==> config.mk <==
export PLATFORM = sky130hd
export DESIGN_NAME = deserializer
export DESIGN_NICKNAME = d
export VERILOG_FILES = /design/src/rtl/deserializer.sv
export SDC_FILE = /design/constraint.sdc
export NUM_CORES = 1
export LEC_CHECK = 0
export CAP_MARGIN = 20
export CORE_MARGIN = 4
export CORE_UTILIZATION = 40
export DETAILED_ROUTE_END_ITERATION = 8
export GPL_ROUTABILITY_DRIVEN = 0
export GPL_TIMING_DRIVEN = 0
export SLEW_MARGIN = 10
export SYNTH_ARGS = -nofsm -noshare
export SYNTH_HDL_FRONTEND = slang
export SYNTH_SLANG_ARGS = --single-unit
==> constraint.sdc <==
create_clock -name i_clk -period 2.5 [get_ports i_clk]
set_input_delay 0.625 -clock i_clk [delete_from_list [all_inputs] [get_ports i_clk]]
set_output_delay 0.625 -clock i_clk [all_outputs]
set_load 0.05 [all_outputs]
==> src/rtl/deserializer.sv <==
// Serial-to-parallel receiver: LSB-first bits aligned by a frame-sync strobe
// are assembled into LENGTH-bit words and presented on a single-entry valid/ready output.
module deserializer #(
  parameter int LENGTH = 24
) (
  input  logic              i_clk,
  input  logic              i_rst_n,
  input  logic              i_en,
  input  logic              i_din,
  input  logic              i_sync,
  output logic [LENGTH-1:0] ov_dout,
  output logic              o_dout_valid,
  input  logic              i_dout_ready,
  output logic              o_overrun,
  output logic              o_sync_err
);

  // state | meaning
  // IDLE  | no word alignment yet; waiting for i_sync on an enabled cycle
  // SHIFT | aligned; cnt_q holds the index of the next bit to be sampled
  typedef enum logic {IDLE = 1'b0, SHIFT = 1'b1} state_t;

  localparam int CW = (LENGTH > 2) ? $clog2(LENGTH) : 1;
  localparam logic [CW-1:0] LAST = CW'(LENGTH - 1);

  state_t            state_q, state_d;
  logic [CW-1:0]     cnt_q, cnt_d;
  // Holds the LENGTH-1 most recent bits; bit 0 of the word ends up in sr_q[0].
  logic [LENGTH-2:0] sr_q, sr_d;
  logic [LENGTH-1:0] dout_q, dout_d;
  logic              valid_q, valid_d;
  logic              ovr_q, ovr_d;
  logic              serr_q, serr_d;

  logic [LENGTH-1:0] word;
  logic              complete;
  logic              slot_free;

  always_comb begin
    state_d   = state_q;
    cnt_d     = cnt_q;
    sr_d      = sr_q;
    dout_d    = dout_q;
    valid_d   = valid_q;
    ovr_d     = ovr_q;
    serr_d    = serr_q;
    complete  = 1'b0;
    word      = {i_din, sr_q};
    slot_free = !valid_q || i_dout_ready;

    if (i_en) begin
      unique case (state_q)
        IDLE: begin
          if (i_sync) begin
            sr_d    = word[LENGTH-1:1];
            cnt_d   = CW'(1);
            state_d = SHIFT;
          end
        end
        SHIFT: begin
          sr_d = word[LENGTH-1:1];
          if (i_sync && (cnt_q != '0)) begin
            // Misaligned sync: drop the partial word and restart at bit 0.
            cnt_d  = CW'(1);
            serr_d = 1'b1;
          end else if (cnt_q == LAST) begin
            complete = 1'b1;
            cnt_d    = '0;
          end else begin
            cnt_d = cnt_q + CW'(1);
          end
        end
        default: state_d = IDLE;
      endcase
    end

    if (complete) begin
      if (slot_free) begin
        dout_d  = word;
        valid_d = 1'b1;
      end else begin
        ovr_d = 1'b1;
      end
    end else if (valid_q && i_dout_ready) begin
      valid_d = 1'b0;
    end
  end

  always_ff @(posedge i_clk or negedge i_rst_n) begin
    if (!i_rst_n) begin
      state_q <= IDLE;
      cnt_q   <= '0;
      sr_q    <= '0;
      dout_q  <= '0;
      valid_q <= 1'b0;
      ovr_q   <= 1'b0;
      serr_q  <= 1'b0;
    end else begin
      state_q <= state_d;
      cnt_q   <= cnt_d;
      sr_q    <= sr_d;
      dout_q  <= dout_d;
      valid_q <= valid_d;
      ovr_q   <= ovr_d;
      serr_q  <= serr_d;
    end
  end

  assign ov_dout      = dout_q;
  assign o_dout_valid = valid_q;
  assign o_overrun    = ovr_q;
  assign o_sync_err   = serr_q;

endmodule

* After elaboration in Yosys (flattened, before gate mapping)
Index checks and enable logic that the tools add are counted.
** Storage, ports and cells
- Register bits :: 56
- Output and inout port bits :: 27
- Bits of input ports :: 6
- Word-level logic and storage cells :: 39
** Cells by class
- Add/sub/neg operators :: 1
- Muxes and demuxes :: 15
- Reduce and logical (&&, ||, !) cells :: 11
- Eq/ne operators :: 3
- Bitwise operators :: 2
** Operators by type and width (number)
- 23-bit case mux with 2 select lines :: 1
- 23-bit two-way mux :: 1
- 5-bit two-way mux :: 3
- 5-bit case mux with 2 select lines :: 1
- 1-bit two-way mux :: 9
- 2-bit AND reduction :: 4
- 5-bit by 1-bit adder with 5-bit output, second input constant :: 1
- 5-bit == test, second input constant :: 1
- 5-bit nonzero test :: 1
- 3-bit AND reduction :: 1
- 1-bit logical AND :: 2
- 2-bit by 1-bit inequality test with 1-bit output, second input constant :: 1
- 2-bit inequality test, second input constant :: 1
- 1-bit NOT :: 2
- 2-bit nonzero test :: 1
- 1-bit logical NOT :: 1
- 1-bit logical OR :: 1

* Depth between registers and ports, before layout
- Word-level depth :: 7
- Gate-level depth with buffers :: 7
- Gate-level depth less buffers :: 6

* Worst setup path before layout
Ideal clock, no wire load.
- Path kind :: reg-to-reg
- Start point :: register cnt_q[0]
- End point :: register dout_q[0], in the netlist ov_dout[0]
- Setup time :: 0.125 ns
- Setup slack :: 0.461 ns
- Required time :: 2.375 ns
- Cell stages (with the launch flop) :: 8
- Data arrival time :: 1.914 ns
- Buffers on the path :: 1
- Path through :: dfrtp_1 -> inv_1 -> ha_1 -> or4b_4 -> a21oi_4 -> nand3_4 -> buf_6 -> mux2_4
** Between the ends
- Cells in the longest elaborated chain, start to end :: 6
- Elaborated cells between the ends (all ways) :: 8
** Ends and longest elaborated chain
- start: declaration :: line 27 : logic [CW-1:0] cnt_q, cnt_d;
- start signal: assignment :: line 100 : cnt_q <= cnt_d;
- 5-bit == test / 5-bit nonzero test (equally long branches) :: line 66, 62
- 1-bit two-way mux / 1-bit logical AND (equally long branches) :: line 66, 62
- 1-bit two-way mux (*) :: line 62 : if (i_sync && (cnt_q != '0)) begin
- 1-bit two-way mux (*) :: line 52 : unique case (state_q)
- 1-bit two-way mux (*) :: line 51 : if (i_en) begin
- 2-bit AND reduction (no line) (*)
- end signal: assignment :: line 102 : dout_q <= dout_d;
- end: declaration :: line 30 : logic [LENGTH-1:0] dout_q, dout_d;
Mark *: on every way between the ends. The rest lies on a longest branch, timed or not.
A chain may end at the register's enable or synchronous reset.

* Worst setup path in the final report
- Start point :: input i_sync
- End point :: register sr_q[19]
** Between the ends
- Cells in the longest elaborated chain, start to end :: 2
** Ends and longest elaborated chain
- start: declaration :: line 10 : input logic i_sync,
- 2-bit inequality test (no line)
- 2-bit AND reduction (no line)
- end signal: assignment :: line 101 : sr_q <= sr_d;
- end: declaration :: line 29 : logic [LENGTH-2:0] sr_q, sr_d;
Every way passes these cells.

==> results.yml <==
synth:
  syn_area_per_cell_sq_um: 16.0
  synth_edf_count: 0
  synthTopCellsByCount: "56 x dfrtp_1, 27 x mux2_2, 20 x mux2_4, 5 x nand2_1"
  syn_area_sq_um: 2280
  synth_largest_area_cell: "dfrtp_1"
  synth_seq_cells: 56
  syn_inst: 142
  synth_area_leaders: "dfrtp_1 62%, mux2_2 13%, mux2_4 13%"
  synth_top_area_share_pct: 61.5
  synth.most_common_cell: "dfrtp_1"
  ys_seq_area_share_pct: 61.5
  syn_nets: 150
  synth_cell_types: 24
  ys.warnings.count: 0
  synthArstFlopShare_pct: 100
  ys.flop_type: "dfrtp_1"
sta:
  max_slew_margin_pct: 56.5
  slew_violations: 0
  finalHoldViolCount: 0
  fmax_mhz: 424
  min_period_over_period_pct: 94.3
  period_needed_ps: 2360
  fin_worst_skew_ps: 7.07
  setup_viol: 0
  hold_slack_ps: 263
  rsz0062_at_grt: "false"
  worstMarginPinSlew_ps: 652
global_routing:
  grt_pass1_wl_mm: 6.48
  grtUsageTotal_pct: 11.6
  grt_start_max_net_pins: 39
  grt-ovfl-total: 0
  antenna_found_initial: 0
  first_global_vias: 1313
run_status:
  status: "complete, no violations"
cts:
  cts-root-buf: "clkbuf_8"
  htree_num_levels: 2
  clockBufferDepth: 2
  clk_latency_ps: 300
  clock-sinks: 56
  cts_setup_buffers: 0
  cts.repair.resized: 1
  hold_buffers: 0
  clkTransAtPathRegs_ps: 90
  cts_buffers: 5
  tritoncts: "yes"
layout:
  nets: 190
  seq_area_sq_um: 1400
  fin_area_sq_um: 2810
  nFillCells: 482
  num_antenna_cells: 0
  final_cells: 255
  area_growth_pct: 23.5
  multi_input_area_sq_um: 827
  drive_gt1_share_pct: 33.9
detailed_routing:
  routed_wl_mm: 3.84
  dr.pass1.iters: 2
  wl_met1_mm: 1.68
  drtIter0Drc: 16
  drc_errors: 0
  vias: 1256
  vias_per_cell: 4.93
  detail-route-antenna-nets: 0
  wl_met3_um: 120
  avgRoutedWirePerCell_um: 15.0
  top_layer: "met4"
  dr_wl_met2_mm: 1.97
critical_path:
  critPathTopFamily: "buffers and inverters"
  path_class: "in2reg"
  path_buf_inv: 3
  start_kind: "primary input"
  cp-endpoint: "sr_q[19]$_DFFE_PN0P_"
  regToRegStartpoint: "cnt_q[0]$_DFFE_PN0P_"
  rrSetupSlack_ps: 280
  path_max_fanout: 10
  crit_path_top_delay_cell: "clkdlybuf4s50_1"
  cp-startpoint: "i_sync"
  required_ps: 2690
  reg2regPathDepth: 7
  worstReg2RegEnd: "ov_dout[21]$_DFFE_PN0P_"
  arrival_ps: 2540
  path_cells: "clkdlybuf4s50_1 > o21ai_0 > clkbuf_2 > clkbuf_1 > mux2_2"
  cp_slowest_stage_delay_ps: 520
  cp-end-kind: "register"
  cp.depth: 5
placement:
  dpl.hpwl_mm: 2.70
  portBuffers: 32
  placed_area_sq_um: 2700
  post-place-cells: 247
floorplan:
  ios: 33
  fp.dieW_um: 83.5
  num_rows: 27
  initial_core_util_pct: 41.4
  fp.dieH_um: 83.5
  core_sq_um: 5510
  die_area_sq_um: 6960
power_and_ir_drop:
  power_density_nw_per_um2: 751
  p_leak_nw: 1.32
  irDropWorstVdd_v: 0.000396
  total_power_mw: 2.11
flow_run:
  drv_cap: 0
min_path:
  hp-class: "in2async"
worst min path at each step:
| stage | end | slack [ps] | cells after the start |
|---|---|---|---|
| global route | ov_dout[0]$_DFFE_PN0P_ | 290 | 1 |
| CTS | ov_dout[1]$_DFFE_PN0P_ | 270 | 1 |
| global placement | o_sync_err$_DFFE_PN0P_ | 450 | 1 |
| floorplan | cnt_q[0]$_DFFE_PN0P_ | 330 | 0 |
| finish | ov_dout[0]$_DFFE_PN0P_ | 260 | 1 |
| detailed placement | o_overrun$_DFFE_PN0P_ | 470 | 1 |
area by class of cell:
type	count	share of cell area [%]
tap	72	3.20
sequential	56	49.8
clock buffer	6	2.58
inverter	4	0.534
multi-input combinational	77	29.4
timing repair buffer	33	11.9
clock inverter	2	1.25
buffer	5	1.25
stage by stage:
step	utilization (%)	setup WS, ps	TNS [ps]
after global placement	48.8	-815	-47380
after floorplan	-	461	0
after global routing	51.1	1.98	0
final	51.1	143	0
after detailed placement	49.1	-366	-2530
after CTS	51.1	136	0
cell families after synthesis:
logic type,Yosys count,share of synthesized area [%]
and+or+nand+nor,11,3.08
DFF,56,61.5
buffers and inverters,9,2.14
adders and majority gates,2,1.10
muxes,47,26.5
AOI/OAI and AO/OA,17,5.60
layer usage:
layer | global-route usage (%) | up-vias
li1 | - | 585
met1 | 14.1 | 646
met2 | 19.7 | 20
met3 | 2.86 | 5
met4 | 4.82 | 0
met5 | 0 | -
flip-flops by register name, summed over array words and instances, names as in the netlist:
name          flops
state_q           1
cnt_q             5
ov_dout          24
o_overrun         1
sr_q             23
o_sync_err        1
o_dout_valid      1
cell usage in the layout, fill, tap and decap left out, types with 2 or more instances in the layout:
cell type        instances
mux2_4                  20
a22o_1                   2
clkbuf_8                 5
inv_1                    4
mux2_2                  27
clkdlybuf4s50_1         31
ha_1                     2
o21ai_0                  4
dfrtp_1                 56
clkbuf_1                 3
nand2_1                  5
a211oi_1                 2
a21o_1                   2
a21oi_1                  2
buf_6                    2
power breakdown:
part,internal (mW),switching [mW]
Clock,0.298,0.271
Sequential,1.09,0.142
Combinational,0.190,0.121
Total,1.58,0.534
No activity file was read; power rests on OpenSTA's default activity.
